===== src/rtl/i2s_pkg.sv =====
// i2s_pkg: shared types and constants for the I2S receive path.
//   state_t    : lock state of the frame tracker (HUNT until the first WS edge).
//   i2s_pair_t : stereo pair at the default 16-bit word width, for consumers
//                such as the register readback path.
//   CH_LEFT    : WS level that denotes the left channel.
package i2s_pkg;

  typedef enum logic {
    HUNT = 1'b0,
    SYNC = 1'b1
  } state_t;

  localparam int PAIR_W = 16;

  typedef struct packed {
    logic [PAIR_W-1:0] left;
    logic [PAIR_W-1:0] right;
  } i2s_pair_t;

  localparam logic CH_LEFT = 1'b0;

endpackage


===== src/rtl/i2s_input_sync.sv =====
// i2s_input_sync: brings the asynchronous SCK/WS/SD pins into the fabric
// clock domain and marks each SCK rising edge.
//   clock, reset   : fabric clock, async active-high reset
//   sck_i/ws_i/sd_i: raw pins
//   sck_rise_o     : one-cycle pulse per synchronized SCK rising edge
//   ws_now_o       : WS captured at that edge (held until the next one)
//   sd_now_o       : SD captured at that edge (held until the next one)
module i2s_input_sync #(
  parameter int SYNC_STAGES = 2
) (
  input  logic clock,
  input  logic reset,
  input  logic sck_i,
  input  logic ws_i,
  input  logic sd_i,
  output logic sck_rise_o,
  output logic ws_now_o,
  output logic sd_now_o
);

  logic [SYNC_STAGES-1:0] sck_sync_q, ws_sync_q, sd_sync_q;
  logic sck_s, ws_s, sd_s;
  logic sck_prev_q;
  logic rise;

  assign sck_s = sck_sync_q[SYNC_STAGES-1];
  assign ws_s  = ws_sync_q[SYNC_STAGES-1];
  assign sd_s  = sd_sync_q[SYNC_STAGES-1];
  assign rise  = sck_s & ~sck_prev_q;

  // All three pins share the same chain depth, so WS/SD stay aligned with SCK.
  always_ff @(posedge clock or posedge reset) begin
    if (reset) begin
      sck_sync_q <= '0;
      ws_sync_q  <= '0;
      sd_sync_q  <= '0;
      sck_prev_q <= 1'b0;
      sck_rise_o <= 1'b0;
      ws_now_o   <= 1'b0;
      sd_now_o   <= 1'b0;
    end else begin
      sck_sync_q <= {sck_sync_q[SYNC_STAGES-2:0], sck_i};
      ws_sync_q  <= {ws_sync_q[SYNC_STAGES-2:0], ws_i};
      sd_sync_q  <= {sd_sync_q[SYNC_STAGES-2:0], sd_i};
      sck_prev_q <= sck_s;
      sck_rise_o <= rise;
      if (rise) begin
        ws_now_o <= ws_s;
        sd_now_o <= sd_s;
      end
    end
  end

endmodule


===== src/rtl/i2s_receiver.sv =====
// i2s_receiver: Philips-I2S deserializer with valid/ready pair output.
//   clock, reset              : fabric clock (>= 4x SCK), async active-high reset
//   i2s_sck/i2s_ws/i2s_sd     : asynchronous I2S pins (WS 0 = left)
//   sample_valid/sample_ready : pair handshake
//   sample_left/sample_right  : MSB-first, left-justified words
//   slot_bits                 : bit count of last completed slot (saturating)
//   locked                    : frame tracker is in SYNC
//   overflow/overflow_clear   : sticky pair-dropped flag and its clear
module i2s_receiver
  import i2s_pkg::*;
#(
  parameter int SAMPLE_WIDTH   = 16,
  parameter int SYNC_STAGES    = 2,
  parameter int TIMEOUT_CYCLES = 1024,
  parameter int CNT_WIDTH      = 6
) (
  input  logic                    clock,
  input  logic                    reset,
  input  logic                    i2s_sck,
  input  logic                    i2s_ws,
  input  logic                    i2s_sd,
  output logic                    sample_valid,
  input  logic                    sample_ready,
  output logic [SAMPLE_WIDTH-1:0] sample_left,
  output logic [SAMPLE_WIDTH-1:0] sample_right,
  output logic [CNT_WIDTH-1:0]    slot_bits,
  output logic                    locked,
  output logic                    overflow,
  input  logic                    overflow_clear
);

  localparam int IDLE_W = $clog2(TIMEOUT_CYCLES + 1);
  localparam logic [IDLE_W-1:0] IDLE_MAX = IDLE_W'(TIMEOUT_CYCLES);

  logic sck_rise, ws_now, sd_now;

  state_t                  state_q;
  logic                    ws_prev_q, left_pend_q, valid_q, ovf_q;
  logic [CNT_WIDTH-1:0]    bitcnt_q, bitcnt_inc, slot_bits_q;
  logic [SAMPLE_WIDTH-1:0] shreg_q, word_d, left_word_q, out_left_q, out_right_q;
  logic [IDLE_W-1:0]       idle_q, idle_inc;
  logic                    boundary, timeout, publish, accept;

  i2s_input_sync #(.SYNC_STAGES(SYNC_STAGES)) u_sync (
    .clock      (clock),
    .reset      (reset),
    .sck_i      (i2s_sck),
    .ws_i       (i2s_ws),
    .sd_i       (i2s_sd),
    .sck_rise_o (sck_rise),
    .ws_now_o   (ws_now),
    .sd_now_o   (sd_now)
  );

  // Current bit dropped into its MSB-first slot; past SAMPLE_WIDTH it matches
  // no position, which is what truncates long slots.
  always_comb begin
    word_d = shreg_q;
    for (int i = 0; i < SAMPLE_WIDTH; i++)
      if (int'(bitcnt_q) == SAMPLE_WIDTH - 1 - i) word_d[i] = sd_now;
  end

  assign bitcnt_inc = (&bitcnt_q) ? bitcnt_q : bitcnt_q + 1'b1;
  assign idle_inc   = (idle_q == IDLE_MAX) ? idle_q : idle_q + 1'b1;
  // WS leads data by one bit: the edge where WS changes carries the old slot's LSB.
  assign boundary   = sck_rise && (ws_now != ws_prev_q);
  assign timeout    = !sck_rise && (idle_inc == IDLE_MAX);
  assign publish    = boundary && (state_q == SYNC) && (ws_prev_q != CH_LEFT) && left_pend_q;
  assign accept     = !valid_q || sample_ready;

  always_ff @(posedge clock or posedge reset) begin
    if (reset) begin
      state_q     <= HUNT;
      ws_prev_q   <= 1'b0;
      left_pend_q <= 1'b0;
      bitcnt_q    <= '0;
      shreg_q     <= '0;
      left_word_q <= '0;
      slot_bits_q <= '0;
      idle_q      <= '0;
      out_left_q  <= '0;
      out_right_q <= '0;
      valid_q     <= 1'b0;
      ovf_q       <= 1'b0;
    end else begin
      idle_q <= sck_rise ? '0 : idle_inc;

      if (sck_rise) begin
        ws_prev_q <= ws_now;
        if (boundary) begin
          bitcnt_q <= '0;
          shreg_q  <= '0;
        end else begin
          bitcnt_q <= bitcnt_inc;
          shreg_q  <= word_d;
        end
      end

      if (boundary) begin
        if (state_q == HUNT) begin
          state_q     <= SYNC;
          left_pend_q <= 1'b0;
        end else begin
          slot_bits_q <= bitcnt_inc;
          if (ws_prev_q == CH_LEFT) begin
            left_word_q <= word_d;
            left_pend_q <= 1'b1;
          end else begin
            // Right slot closes: either publishes or was a partial frame.
            left_pend_q <= 1'b0;
          end
        end
      end else if (timeout) begin
        state_q     <= HUNT;
        left_pend_q <= 1'b0;
      end

      // A publish in the transfer cycle reloads and keeps valid high.
      if (publish && accept) begin
        out_left_q  <= left_word_q;
        out_right_q <= word_d;
        valid_q     <= 1'b1;
      end else if (valid_q && sample_ready) begin
        valid_q <= 1'b0;
      end

      // Set is written last so a simultaneous drop beats the clear.
      if (overflow_clear) ovf_q <= 1'b0;
      if (publish && !accept) ovf_q <= 1'b1;
    end
  end

  assign sample_valid = valid_q;
  assign sample_left  = out_left_q;
  assign sample_right = out_right_q;
  assign slot_bits    = slot_bits_q;
  assign locked       = (state_q == SYNC);
  assign overflow     = ovf_q;

endmodule


===== config.mk =====
export PLATFORM = sky130hd
export DESIGN_NAME = i2s_receiver
export DESIGN_NICKNAME = d
export VERILOG_FILES = /design/src/rtl/i2s_pkg.sv /design/src/rtl/i2s_input_sync.sv /design/src/rtl/i2s_receiver.sv
export SDC_FILE = /design/constraint.sdc
export NUM_CORES = 1
export LEC_CHECK = 0
export CORE_ASPECT_RATIO = 0.6
export CORE_UTILIZATION = 45
export CTS_CLUSTER_SIZE = 14
export DETAILED_ROUTE_END_ITERATION = 7
export PLACE_DENSITY = 0.73
export SYNTH_ARGS = -nofsm -noshare
export SYNTH_HDL_FRONTEND = slang
export SYNTH_SLANG_ARGS = --single-unit

===== constraint.sdc =====
create_clock -name clock -period 4.8 [get_ports clock]
set_input_delay 0.96 -clock clock [delete_from_list [all_inputs] [get_ports clock]]
set_output_delay 0.96 -clock clock [all_outputs]
set_load 0.005 [all_outputs]

==> flow_metrics.py, run 1 <==
metrics = {
    "global_routing": {
        "number_of_antenna_violations_at_the_first_check_in_global_routing": 0,
        "via_count_of_the_first_global_routing_pass": 2948,
        "wire_length_of_the_first_global_routing_pass_um": 15500,
        "globalRouteOverflowTotal": 0,
        "maximum_number_of_pins_on_one_net_before_global_route_repair": 49,
        "globalRouteTotalUtil_pct": 20.2,
    },
    "floorplanning": {
        "ios": 48,
        "initial_utilization_pct": 47.6,
        "die_height_um": 79.4,
        "floorplan.die_area_um2": 10400,
        "placementRows": 27,
        "core_um2": 9430,
        "fp.dieW_um": 131,
    },
    "drt": {
        "drt-met1-wl_um": 4830,
        "maxUsedRoutingLayer": "met4",
        "detailroute.via_count": 3093,
        "drt_pass1_iterations": 5,
        "route.met2.wl_um": 4020,
        "route.antenna.remaining_nets": 0,
        "totalWireLength_um": 9360,
        "detail_route.wl_per_cell_um": 16.5,
        "number_of_vias_per_cell": 5.46,
        "met3_wirelength_um": 419,
        "drtIter0Drc": 264,
        "detail_route.drc_violations": 0,
    },
    "setup_path": {
        "crit_fanout": 34,
        "cp_data_required_time_ns": 4.99,
        "worstSetupPathType": "reg -> reg",
        "crit_path_end_kind": "flop",
        "worst_r2r_endpoint": "left_pend_q",
        "r2r_setup_slack_ns": 2.33,
        "worst_r2r_path_depth": 4,
        "reg2reg_from": "u_sync.sck_rise_o",
        "cp-start-kind": "flop",
        "arrival_ns": 2.66,
    },
    "sta": {
        "timing.final.max_slew_violations": 0,
        "finalClockSkew_ns": 0.00617,
        "finalHoldViolations": 0,
        "setup_total_negative_slack_ns": 0,
        "final_period_minus_worst_setup_slack_ns": 2.47,
        "max-slew-margin-rel_pct": 30.2,
        "unrepaired_setup_endpoints_after_global_routing": "no",
        "achievable-frequency_mhz": 404,
        "final-setup-viol-count": 0,
        "tightestPinTransition_ns": 1.05,
        "post-route-period-util_pct": 51.6,
    },
    "finish": {
        "area_growth_syn_to_layout_pct": 18.9,
        "design.final.nets": 445,
        "diodes": 0,
        "drive_above_1_share_pct": 10.3,
        "fillers": 791,
    },
    "clock_tree": {
        "cts_sinks": 102,
        "cts.reportedPaths.clkPinSlew_ns": 0.07,
        "cts-hold-fix-buffers": 0,
        "h-tree-depth": 3,
        "cts.repair.resized": 0,
        "post-cts-setup-buffer-count": 0,
        "numCtsBuffers": 9,
        "worst_skew_pair.late_latency_ns": 0.35,
        "tritoncts": "yes",
        "clock_tree.buffer_depth": 2,
        "root_buffer": "sky130_fd_sc_hd__clkbuf_16",
    },
    "yosys": {
        "syn-num-nets": 407,
        "seq_area_frac_synth_pct": 56.9,
        "synth.top_cells.by_area": "sky130_fd_sc_hd__dfrtp_1 (57%), sky130_fd_sc_hd__mux2_4 (5.4%), sky130_fd_sc_hd__nand2_1 (3.8%)",
        "postSynth.asyncResetShare_pct": 100,
        "main_combinational_cell_family_by_area_after_synthesis": "simple AND/OR/NAND/NOR gates",
        "synth_xor_area_share_pct": 2.31,
        "synth_area_per_cell_um2": 11.4,
        "syn_area_um2": 4490,
        "postSynthRegisterBits": 102,
        "synth-edff-count": 0,
        "netlist.top_cell.by_area": "sky130_fd_sc_hd__dfrtp_1",
        "muxShareOfSynthArea_pct": 10.1,
        "post-synth-top-count-cell": "sky130_fd_sc_hd__dfrtp_1",
        "yosys_warning_count": 0,
        "synthCells": 394,
        "ys_dominant_reg_cell": "sky130_fd_sc_hd__dfrtp_1",
        "netlist-cell-type-count": 49,
        "synth_common_cells": "sky130_fd_sc_hd__dfrtp_1 (102), sky130_fd_sc_hd__nand2_1 (46), sky130_fd_sc_hd__o21ai_0 (33)",
        "synth_top_area_share_pct": 56.9,
        "post_synth_fa_ha_maj_area_fraction_pct": 1.67,
        "post_synth_and_or_nand_nor_area_fraction_pct": 13.0,
        "synth-compound-area-share_pct": 12.5,
    },
    "power_and_ir_drop": {
        "intPower_w": 0.00157,
        "cellPowerDensity_nw_per_um2": 408,
        "net-switching-power_w": 0.000605,
        "p_comb_share_pct": 16.5,
        "peakVddDrop_mv": 0.213,
        "power_frac_clock_pct": 35.9,
        "power_w": 0.00218,
        "sequentialPowerShare_pct": 47.7,
        "power_leakage_nw": 2.40,
        "power.switching_fraction_pct": 27.8,
    },
    "worst_hold_path": {
        "whs_endpoint": "u_sync.sd_sync_q[1]",
        "hold_depth": 0,
        "holdCritStartpoint": "u_sync.sd_sync_q[0]",
        "min-delay-path-class": "reg -> reg",
    },
    "placed_design": {
        "place.gp.congestion": 0.835,
        "buffer_ports.inserted": 47,
        "dp.final_hpwl_um": 6470,
    },
    "outcome": {
        "result_of_the_run": "complete, no violations",
    },
    "job": {
        "maxCapViolCount": 0,
    },
}
[metal layers]
| layer | track usage (%) | vias to the layer above |
|---|---|---|
| met5 | 0 | - |
| met1 | 30.8 | 1527 |
| met3 | 5.86 | 10 |
| met4 | 5.40 | 0 |
| li1 | - | 1474 |
| met2 | 27.8 | 82 |
[power groups by stage]
| stage | Sequential [W] | Combinational (W) | Clock [W] |
|---|---|---|---|
| after floorplan | 0.00102 | 0.000248 | 0 |
| after global placement | 0.00105 | 0.000347 | 0 |
| after detailed placement | 0.00105 | 0.000358 | 0 |
| after CTS | 0.00104 | 0.000362 | 0.000793 |
| after global routing | 0.00105 | 0.000402 | 0.000837 |
| final | 0.00104 | 0.000359 | 0.000782 |
[worst max-delay path, stage by stage (launching register included)]
cell and delay (ns):
sky130_fd_sc_hd__dfrtp_1 0.68, sky130_fd_sc_hd__and3_1 0.34, sky130_fd_sc_hd__nand2b_1 0.75, sky130_fd_sc_hd__a21boi_0 0.44, sky130_fd_sc_hd__a22oi_2 0.09
[state kept, by name, indices dropped and copies added (netlist names), 2 cells and up]
| signal | cells |
|---|---|
| left_word_q | 16 |
| u_sync.ws_sync_q | 2 |
| slot_bits | 6 |
| bitcnt_q | 6 |
| u_sync.sd_sync_q | 2 |
| sample_left | 16 |
| idle_q | 11 |
| u_sync.sck_sync_q | 2 |
| sample_right | 16 |
| shreg_q | 16 |
[layout by cell type, fill, tap and decap left out, types with 9 or more instances in the layout]
cell	netlist	final
sky130_fd_sc_hd__dfrtp_1	102	102
sky130_fd_sc_hd__clkdlybuf4s50_1	0	47
sky130_fd_sc_hd__nand2_1	46	46
sky130_fd_sc_hd__o21ai_0	33	33
sky130_fd_sc_hd__nor2_1	18	18
sky130_fd_sc_hd__mux2i_1	17	17
sky130_fd_sc_hd__nand3_1	16	16
sky130_fd_sc_hd__o21ai_1	16	16
sky130_fd_sc_hd__mux2_4	16	16
sky130_fd_sc_hd__o2bb2ai_1	13	13
sky130_fd_sc_hd__a21oi_1	10	10
sky130_fd_sc_hd__clkbuf_16	0	9
[per-stage QoR]
| stage | instance area (µm²) | worst slack [ns] | hold slack (ns) | std cells | utilization (%) |
|---|---|---|---|---|---|
| after global placement | 5020 | 2.20 | 0.333 | 551 | 53.2 |
| after global routing | 5340 | 2.09 | 0.353 | 566 | 56.6 |
| after floorplan | 4490 | 1.16 | 0.331 | 394 | - |
| after CTS | 5340 | 2.30 | 0.351 | 566 | 56.6 |
| after detailed placement | 5020 | 2.17 | 0.336 | 551 | 53.2 |
| final | 5340 | 2.33 | 0.351 | 566 | 56.6 |
[worst max path at each step]
stage | from | end | cells after the start
3_5_place_dp | sample_ready | sample_left[13] | 5
6_report | u_sync.sck_rise_o | left_pend_q | 4
4_1_cts | u_sync.sck_rise_o | left_pend_q | 4
2_1_floorplan | reset | bitcnt_q[0] | 1
5_1_grt | u_sync.sck_rise_o | left_pend_q | 4
3_3_place_gp | sample_ready | sample_left[8] | 5
[final cells by class]
class	instances	area [µm²]	share of cell area, %
clock inverters	6	93.8	1.76
clock buffers	9	225	4.22
flip-flops and latches	102	2550	47.8
multi-input cells	261	1780	33.3
repair buffers	50	493	9.24
inverters	8	32.5	0.609
well taps	130	163	3.05
[cell families (layout without fill, tap and decap cells)]
family | after synthesis | in the layout
buffers and inverters | 31 | 73
adders and majority gates | 6 | 6
muxes | 37 | 37
DFF | 102 | 102
AOI/OAI and AO/OA | 89 | 89
and+or+nand+nor | 118 | 118
xor gates and xnor gates | 11 | 11
No activity file was read; power rests on OpenSTA's default activity.
==> inputs of run 2 (changes only) <==
--- a/config.mk
+++ b/config.mk
@@ -9,7 +9,7 @@
 export CORE_UTILIZATION = 45
 export CTS_CLUSTER_SIZE = 14
 export DETAILED_ROUTE_END_ITERATION = 7
-export PLACE_DENSITY = 0.73
+export PLACE_DENSITY = 0.75
 export SYNTH_ARGS = -nofsm -noshare
 export SYNTH_HDL_FRONTEND = slang
 export SYNTH_SLANG_ARGS = --single-unit
==> constraint.sdc (replaced) <==
create_clock -name clock -period 2.2 [get_ports clock]
set_input_delay 0.44 -clock clock [delete_from_list [all_inputs] [get_ports clock]]
set_output_delay 0.44 -clock clock [all_outputs]
set_load 0.005 [all_outputs]
==> flow_metrics.py, run 2 (synthesized netlist as in run 1, its figures left out) <==
metrics = {
    "outcome": {
        "result_of_the_run": "complete, no violations",
    },
    "drt": {
        "drt_pass1_iterations": 5,
        "number_of_vias_per_cell": 5.52,
        "drtIter0Drc": 233,
        "detailroute.via_count": 3165,
        "totalWireLength_um": 9310,
        "detail_route.wl_per_cell_um": 16.2,
        "route.antenna.remaining_nets": 0,
        "detail_route.drc_violations": 0,
    },
    "setup_path": {
        "cp_data_required_time_ns": 2.42,
        "reg2reg_from": "bitcnt_q[0]",
        "cp-start-kind": "flop",
        "worst_r2r_path_depth": 5,
        "crit_fanout": 12,
        "worstSetupPathType": "reg -> reg",
        "critPathLaunch": "bitcnt_q[0]",
        "worst_r2r_endpoint": "slot_bits[3]",
        "arrival_ns": 2.10,
        "r2r_setup_slack_ns": 0.32,
        "crit_path_end_kind": "flop",
        "worstSetupEndpoint": "slot_bits[3]",
    },
    "floorplanning": {
        "die_height_um": 79.4,
        "fp.dieW_um": 131,
        "ios": 48,
        "floorplan.die_area_um2": 10400,
        "initial_utilization_pct": 47.6,
        "core_um2": 9430,
        "placementRows": 27,
    },
    "finish": {
        "finish.utilization_pct": 57.3,
        "fillers": 763,
        "most_frequent_standard_cell_in_the_layout_excluding_fill_and_tap_cells": "sky130_fd_sc_hd__dfrtp_1",
        "final_cell_mix": "sky130_fd_sc_hd__dfrtp_1 (102), sky130_fd_sc_hd__clkdlybuf4s50_1 (47), sky130_fd_sc_hd__nand2_1 (46)",
        "design.final.nets": 451,
        "area_growth_syn_to_layout_pct": 20.4,
        "drive_above_1_share_pct": 11.7,
        "diodes": 0,
    },
    "clock_tree": {
        "cts-hold-fix-buffers": 0,
        "cts.reportedPaths.clkPinSlew_ns": 0.07,
        "worst_skew_pair.late_latency_ns": 0.35,
        "cts.repair.resized": 0,
        "clock_tree.buffer_depth": 2,
        "h-tree-depth": 3,
        "cts_sinks": 102,
        "post-cts-setup-buffer-count": 0,
        "numCtsBuffers": 9,
        "tritoncts": "yes",
        "root_buffer": "sky130_fd_sc_hd__clkbuf_16",
    },
    "power_and_ir_drop": {
        "peakVddDrop_mv": 0.489,
        "power_leakage_nw": 2.43,
        "power_w": 0.00461,
        "cellPowerDensity_nw_per_um2": 853,
    },
    "sta": {
        "max-slew-margin-rel_pct": 53.3,
        "setup_total_negative_slack_ns": 0,
        "finalClockSkew_ns": 0.00726,
        "final_period_minus_worst_setup_slack_ns": 1.88,
        "setup_ws_ns": 0.321,
        "final-setup-viol-count": 0,
        "timing.final.max_slew_violations": 0,
        "tightestPinTransition_ns": 0.701,
        "unrepaired_setup_endpoints_after_global_routing": "no",
        "post-route-period-util_pct": 85.4,
        "finalHoldViolations": 0,
        "achievable-frequency_mhz": 532,
    },
    "global_routing": {
        "globalRouteOverflowTotal": 0,
        "via_count_of_the_first_global_routing_pass": 3043,
        "number_of_antenna_violations_at_the_first_check_in_global_routing": 0,
        "globalRouteTotalUtil_pct": 20.5,
        "wire_length_of_the_first_global_routing_pass_um": 16000,
        "maximum_number_of_pins_on_one_net_before_global_route_repair": 49,
    },
    "placed_design": {
        "dpl_worst_slack_ns": 0.329,
        "place.gp.congestion": 0.806,
        "buffer_ports.inserted": 47,
        "dp.final_hpwl_um": 6650,
    },
    "job": {
        "maxCapViolCount": 0,
    },
    "worst_hold_path": {
        "min-delay-path-class": "reg -> reg",
    },
}
-- run 2: changes by cell type in the layout (fill, tap and decap cells not counted) --
cell / previous run / this run
sky130_fd_sc_hd__clkinvlp_4: 1 / 2
sky130_fd_sc_hd__buf_4: 3 / 5
sky130_fd_sc_hd__inv_6: 2 / 4
sky130_fd_sc_hd__bufinv_16: 2 / 0
sky130_fd_sc_hd__inv_4: 1 / 0
sky130_fd_sc_hd__inv_8: 0 / 1
sky130_fd_sc_hd__buf_12: 0 / 4
-- run 2: worst min-delay path by stage --
stage,slack [ns],cells after the start,start,endpoint
after detailed placement,0.34,0,u_sync.sck_sync_q[0],u_sync.sck_sync_q[1]
after floorplan,0.33,0,u_sync.sck_sync_q[0],u_sync.sck_sync_q[1]
after global routing,0.36,0,u_sync.sck_sync_q[0],u_sync.sck_sync_q[1]
after CTS,0.35,0,u_sync.sck_sync_q[0],u_sync.sck_sync_q[1]
final,0.35,0,u_sync.ws_sync_q[0],u_sync.ws_sync_q[1]
after global placement,0.34,0,u_sync.sck_sync_q[0],u_sync.sck_sync_q[1]
-- run 2: metrics by stage --
step                      area (µm²)  instances  hold slack (ns)
after floorplan                 4490        394            0.331
after global placement          5110        557            0.336
after detailed placement        5110        557            0.337
after CTS                       5400        573            0.353
after global routing            5400        573            0.356
final                           5400        573            0.352
-- run 2: cell type report --
| class | count | area (µm²) | share of cell area, % |
|---|---|---|---|
| Sequential cell | 102 | 2550 | 47.2 |
| Tap cell | 130 | 163 | 3.01 |
| Timing Repair Buffer | 56 | 588 | 10.9 |
| Inverter | 8 | 33.8 | 0.625 |
| Clock inverter | 7 | 62.6 | 1.16 |
| Clock buffer | 9 | 225 | 4.17 |
| Multi-Input combinational cell | 261 | 1780 | 32.9 |
-- run 2: worst max-delay path, cell delays in order, from the launching register on --
cell	delay [ns]
sky130_fd_sc_hd__dfrtp_1	0.52
sky130_fd_sc_hd__ha_1	0.45
sky130_fd_sc_hd__nand4_2	0.30
sky130_fd_sc_hd__nand4_1	0.22
sky130_fd_sc_hd__xor2_1	0.17
sky130_fd_sc_hd__o21ai_1	0.08
-- run 2: power by group --
group	switching, W	total, W	internal, W	leakage (nW)
Sequential	0.000198	0.00226	0.00206	1.38
Combinational	0.000421	0.000812	0.000391	0.908
Clock	0.000743	0.00154	0.000793	0.139
Total	0.00136	0.00461	0.00325	2.43
-- run 2: metal layers --
| layer | wire length [µm] | GRT usage (%) | part of all wire [%] |
|---|---|---|---|
| met3 | 587 | 5.86 | 6.3 |
| met1 | 4710 | 31.4 | 51 |
| met5 | 0 | 0 | 0 |
| met2 | 3900 | 27.6 | 42 |
| met4 | 108 | 6.32 | 1.2 |
==> inputs of run 3 (changes only) <==
--- a/config.mk
+++ b/config.mk
@@ -9,7 +9,7 @@
 export CORE_UTILIZATION = 45
 export CTS_CLUSTER_SIZE = 14
 export DETAILED_ROUTE_END_ITERATION = 7
-export PLACE_DENSITY = 0.75
+export PLACE_DENSITY = 0.68
 export SYNTH_ARGS = -nofsm -noshare
 export SYNTH_HDL_FRONTEND = slang
 export SYNTH_SLANG_ARGS = --single-unit
==> flow_metrics.py, run 3 (synthesized netlist as in run 1, its figures left out) <==
metrics = {
    "outcome": {
        "result_of_the_run": "complete, no violations",
    },
    "global_routing": {
        "globalRouteTotalUtil_pct": 19.9,
        "globalRouteOverflowTotal": 0,
        "via_count_of_the_first_global_routing_pass": 2906,
        "number_of_antenna_violations_at_the_first_check_in_global_routing": 0,
        "maximum_number_of_pins_on_one_net_before_global_route_repair": 49,
        "wire_length_of_the_first_global_routing_pass_um": 15500,
    },
    "power_and_ir_drop": {
        "peakVddDrop_mv": 0.395,
        "power_leakage_nw": 2.45,
        "cellPowerDensity_nw_per_um2": 882,
        "power_w": 0.00481,
    },
    "finish": {
        "most_frequent_standard_cell_in_the_layout_excluding_fill_and_tap_cells": "sky130_fd_sc_hd__dfrtp_1",
        "seqCellArea_um2": 2550,
        "design.final.nets": 452,
        "finish.utilization_pct": 57.8,
        "drive_above_1_share_pct": 11.9,
        "area_growth_syn_to_layout_pct": 21.5,
        "fillers": 749,
        "diodes": 0,
        "multiInputGateArea_um2": 1780,
        "final_cell_mix": "sky130_fd_sc_hd__dfrtp_1 (102), sky130_fd_sc_hd__clkdlybuf4s50_1 (47), sky130_fd_sc_hd__nand2_1 (46)",
    },
    "sta": {
        "final-setup-viol-count": 0,
        "post-route-period-util_pct": 87.8,
        "achievable-frequency_mhz": 518,
        "tightestPinTransition_ns": 0.684,
        "finalHoldViolations": 0,
        "fin_hold_ws_ns": 0.349,
        "final_period_minus_worst_setup_slack_ns": 1.93,
        "max-slew-margin-rel_pct": 54.2,
        "finalClockSkew_ns": 0.00711,
        "timing.final.max_slew_violations": 0,
        "unrepaired_setup_endpoints_after_global_routing": "no",
        "setup_total_negative_slack_ns": 0,
    },
    "clock_tree": {
        "h-tree-depth": 3,
        "cts.reportedPaths.clkPinSlew_ns": 0.07,
        "root_buffer": "sky130_fd_sc_hd__clkbuf_16",
        "cts.repair.resized": 0,
        "cts-hold-fix-buffers": 0,
        "numCtsBuffers": 9,
        "tritoncts": "yes",
        "clock_tree.buffer_depth": 2,
        "cts_sinks": 102,
        "post-cts-setup-buffer-count": 0,
        "worst_skew_pair.late_latency_ns": 0.34,
    },
    "setup_path": {
        "cpLargestDelayFamily": "simple AND/OR/NAND/NOR gates",
        "worstSetupPathType": "reg -> reg",
        "crit_path_end_kind": "flop",
        "cp-start-kind": "flop",
        "crit_buf_inv": 0,
        "critical_path.slowest_cell": "sky130_fd_sc_hd__dfrtp_1",
        "worstPathCellList": "ha_1 -> nand4_2 -> nand4_1 -> xor2_1 -> o21ai_1",
        "worst_path_largest_cell_delay_ns": 0.52,
        "crit_fanout": 12,
        "cp_data_required_time_ns": 2.41,
        "arrival_ns": 2.15,
    },
    "floorplanning": {
        "floorplan.die_area_um2": 10400,
        "initial_utilization_pct": 47.6,
        "ios": 48,
        "die_height_um": 79.4,
        "core_um2": 9430,
        "placementRows": 27,
        "fp.dieW_um": 131,
    },
    "placed_design": {
        "place.gp.congestion": 0.835,
        "dp.final_hpwl_um": 6540,
        "buffer_ports.inserted": 47,
    },
    "worst_hold_path": {
        "min-delay-path-class": "reg -> reg",
    },
    "drt": {
        "drt_pass1_iterations": 5,
        "drtIter0Drc": 220,
        "detail_route.drc_violations": 0,
        "detail_route.wl_per_cell_um": 16.1,
        "detailroute.via_count": 3069,
        "totalWireLength_um": 9270,
        "number_of_vias_per_cell": 5.35,
        "route.antenna.remaining_nets": 0,
    },
    "job": {
        "maxCapViolCount": 0,
    },
}
## run 3: cell types whose count changed in the layout (fill, tap and decap cells not counted)
cell | before | now
sky130_fd_sc_hd__clkinv_4 | 1 | 3
sky130_fd_sc_hd__inv_8 | 1 | 0
sky130_fd_sc_hd__inv_6 | 4 | 2
sky130_fd_sc_hd__clkinvlp_4 | 2 | 1
sky130_fd_sc_hd__buf_4 | 5 | 6
sky130_fd_sc_hd__bufinv_16 | 0 | 2
## run 3: worst paths after layout
path	startpoint	endpoint	slack, ns	cells past startpoint
worst min-delay path	u_sync.sd_sync_q[0]	u_sync.sd_sync_q[1]	0.35	0
worst max register to register	bitcnt_q[0]	slot_bits[3]	0.27	5
max in group asynchronous	reset	left_word_q[9]	1.19	3
min in group asynchronous	reset	sample_left[0]	0.49	2
worst min register to register	u_sync.sd_sync_q[0]	u_sync.sd_sync_q[1]	0.35	0
worst max-delay path	bitcnt_q[0]	slot_bits[3]	0.27	5
## run 3: layout make-up
class / count / share of cell area (%)
tap: 130 / 2.98
multi-input combinational: 261 / 32.6
sequential: 102 / 46.8
inverter: 8 / 0.620
clock inverter: 7 / 1.90
timing repair buffer: 57 / 10.9
clock buffer: 9 / 4.13
## run 3: through the flow
step / setup slack, ns / cell area [µm²] / instances
after floorplan: 0.542 / 4490 / 394
after global placement: 0.342 / 5120 / 558
after detailed placement: 0.308 / 5120 / 558
after CTS: 0.286 / 5450 / 574
after global routing: 0.0781 / 5450 / 574
final: 0.269 / 5450 / 574
## run 3: where the power goes
part	internal (W)	leakage [nW]	switching, W	total [W]
clock network	0.00101	0.161	0.000723	0.00173
logic	0.000397	0.913	0.000422	0.000819
registers	0.00206	1.38	0.000192	0.00225
## run 3: worst register-to-register path, cell delays in order, from the launching register on
cell and delay [ns]:
sky130_fd_sc_hd__dfrtp_1 0.52, sky130_fd_sc_hd__ha_1 0.48, sky130_fd_sc_hd__nand4_2 0.31, sky130_fd_sc_hd__nand4_1 0.24
sky130_fd_sc_hd__xor2_1 0.18, sky130_fd_sc_hd__o21ai_1 0.08
## run 3: per-layer routing
layer / up-vias / track usage [%] / wire, µm
met5: - / 0 / 0
met4: 0 / 6.55 / 93
met3: 8 / 4.51 / 373
met2: 72 / 26.1 / 3700
met1: 1505 / 31.5 / 5110
li1: 1484 / - / -
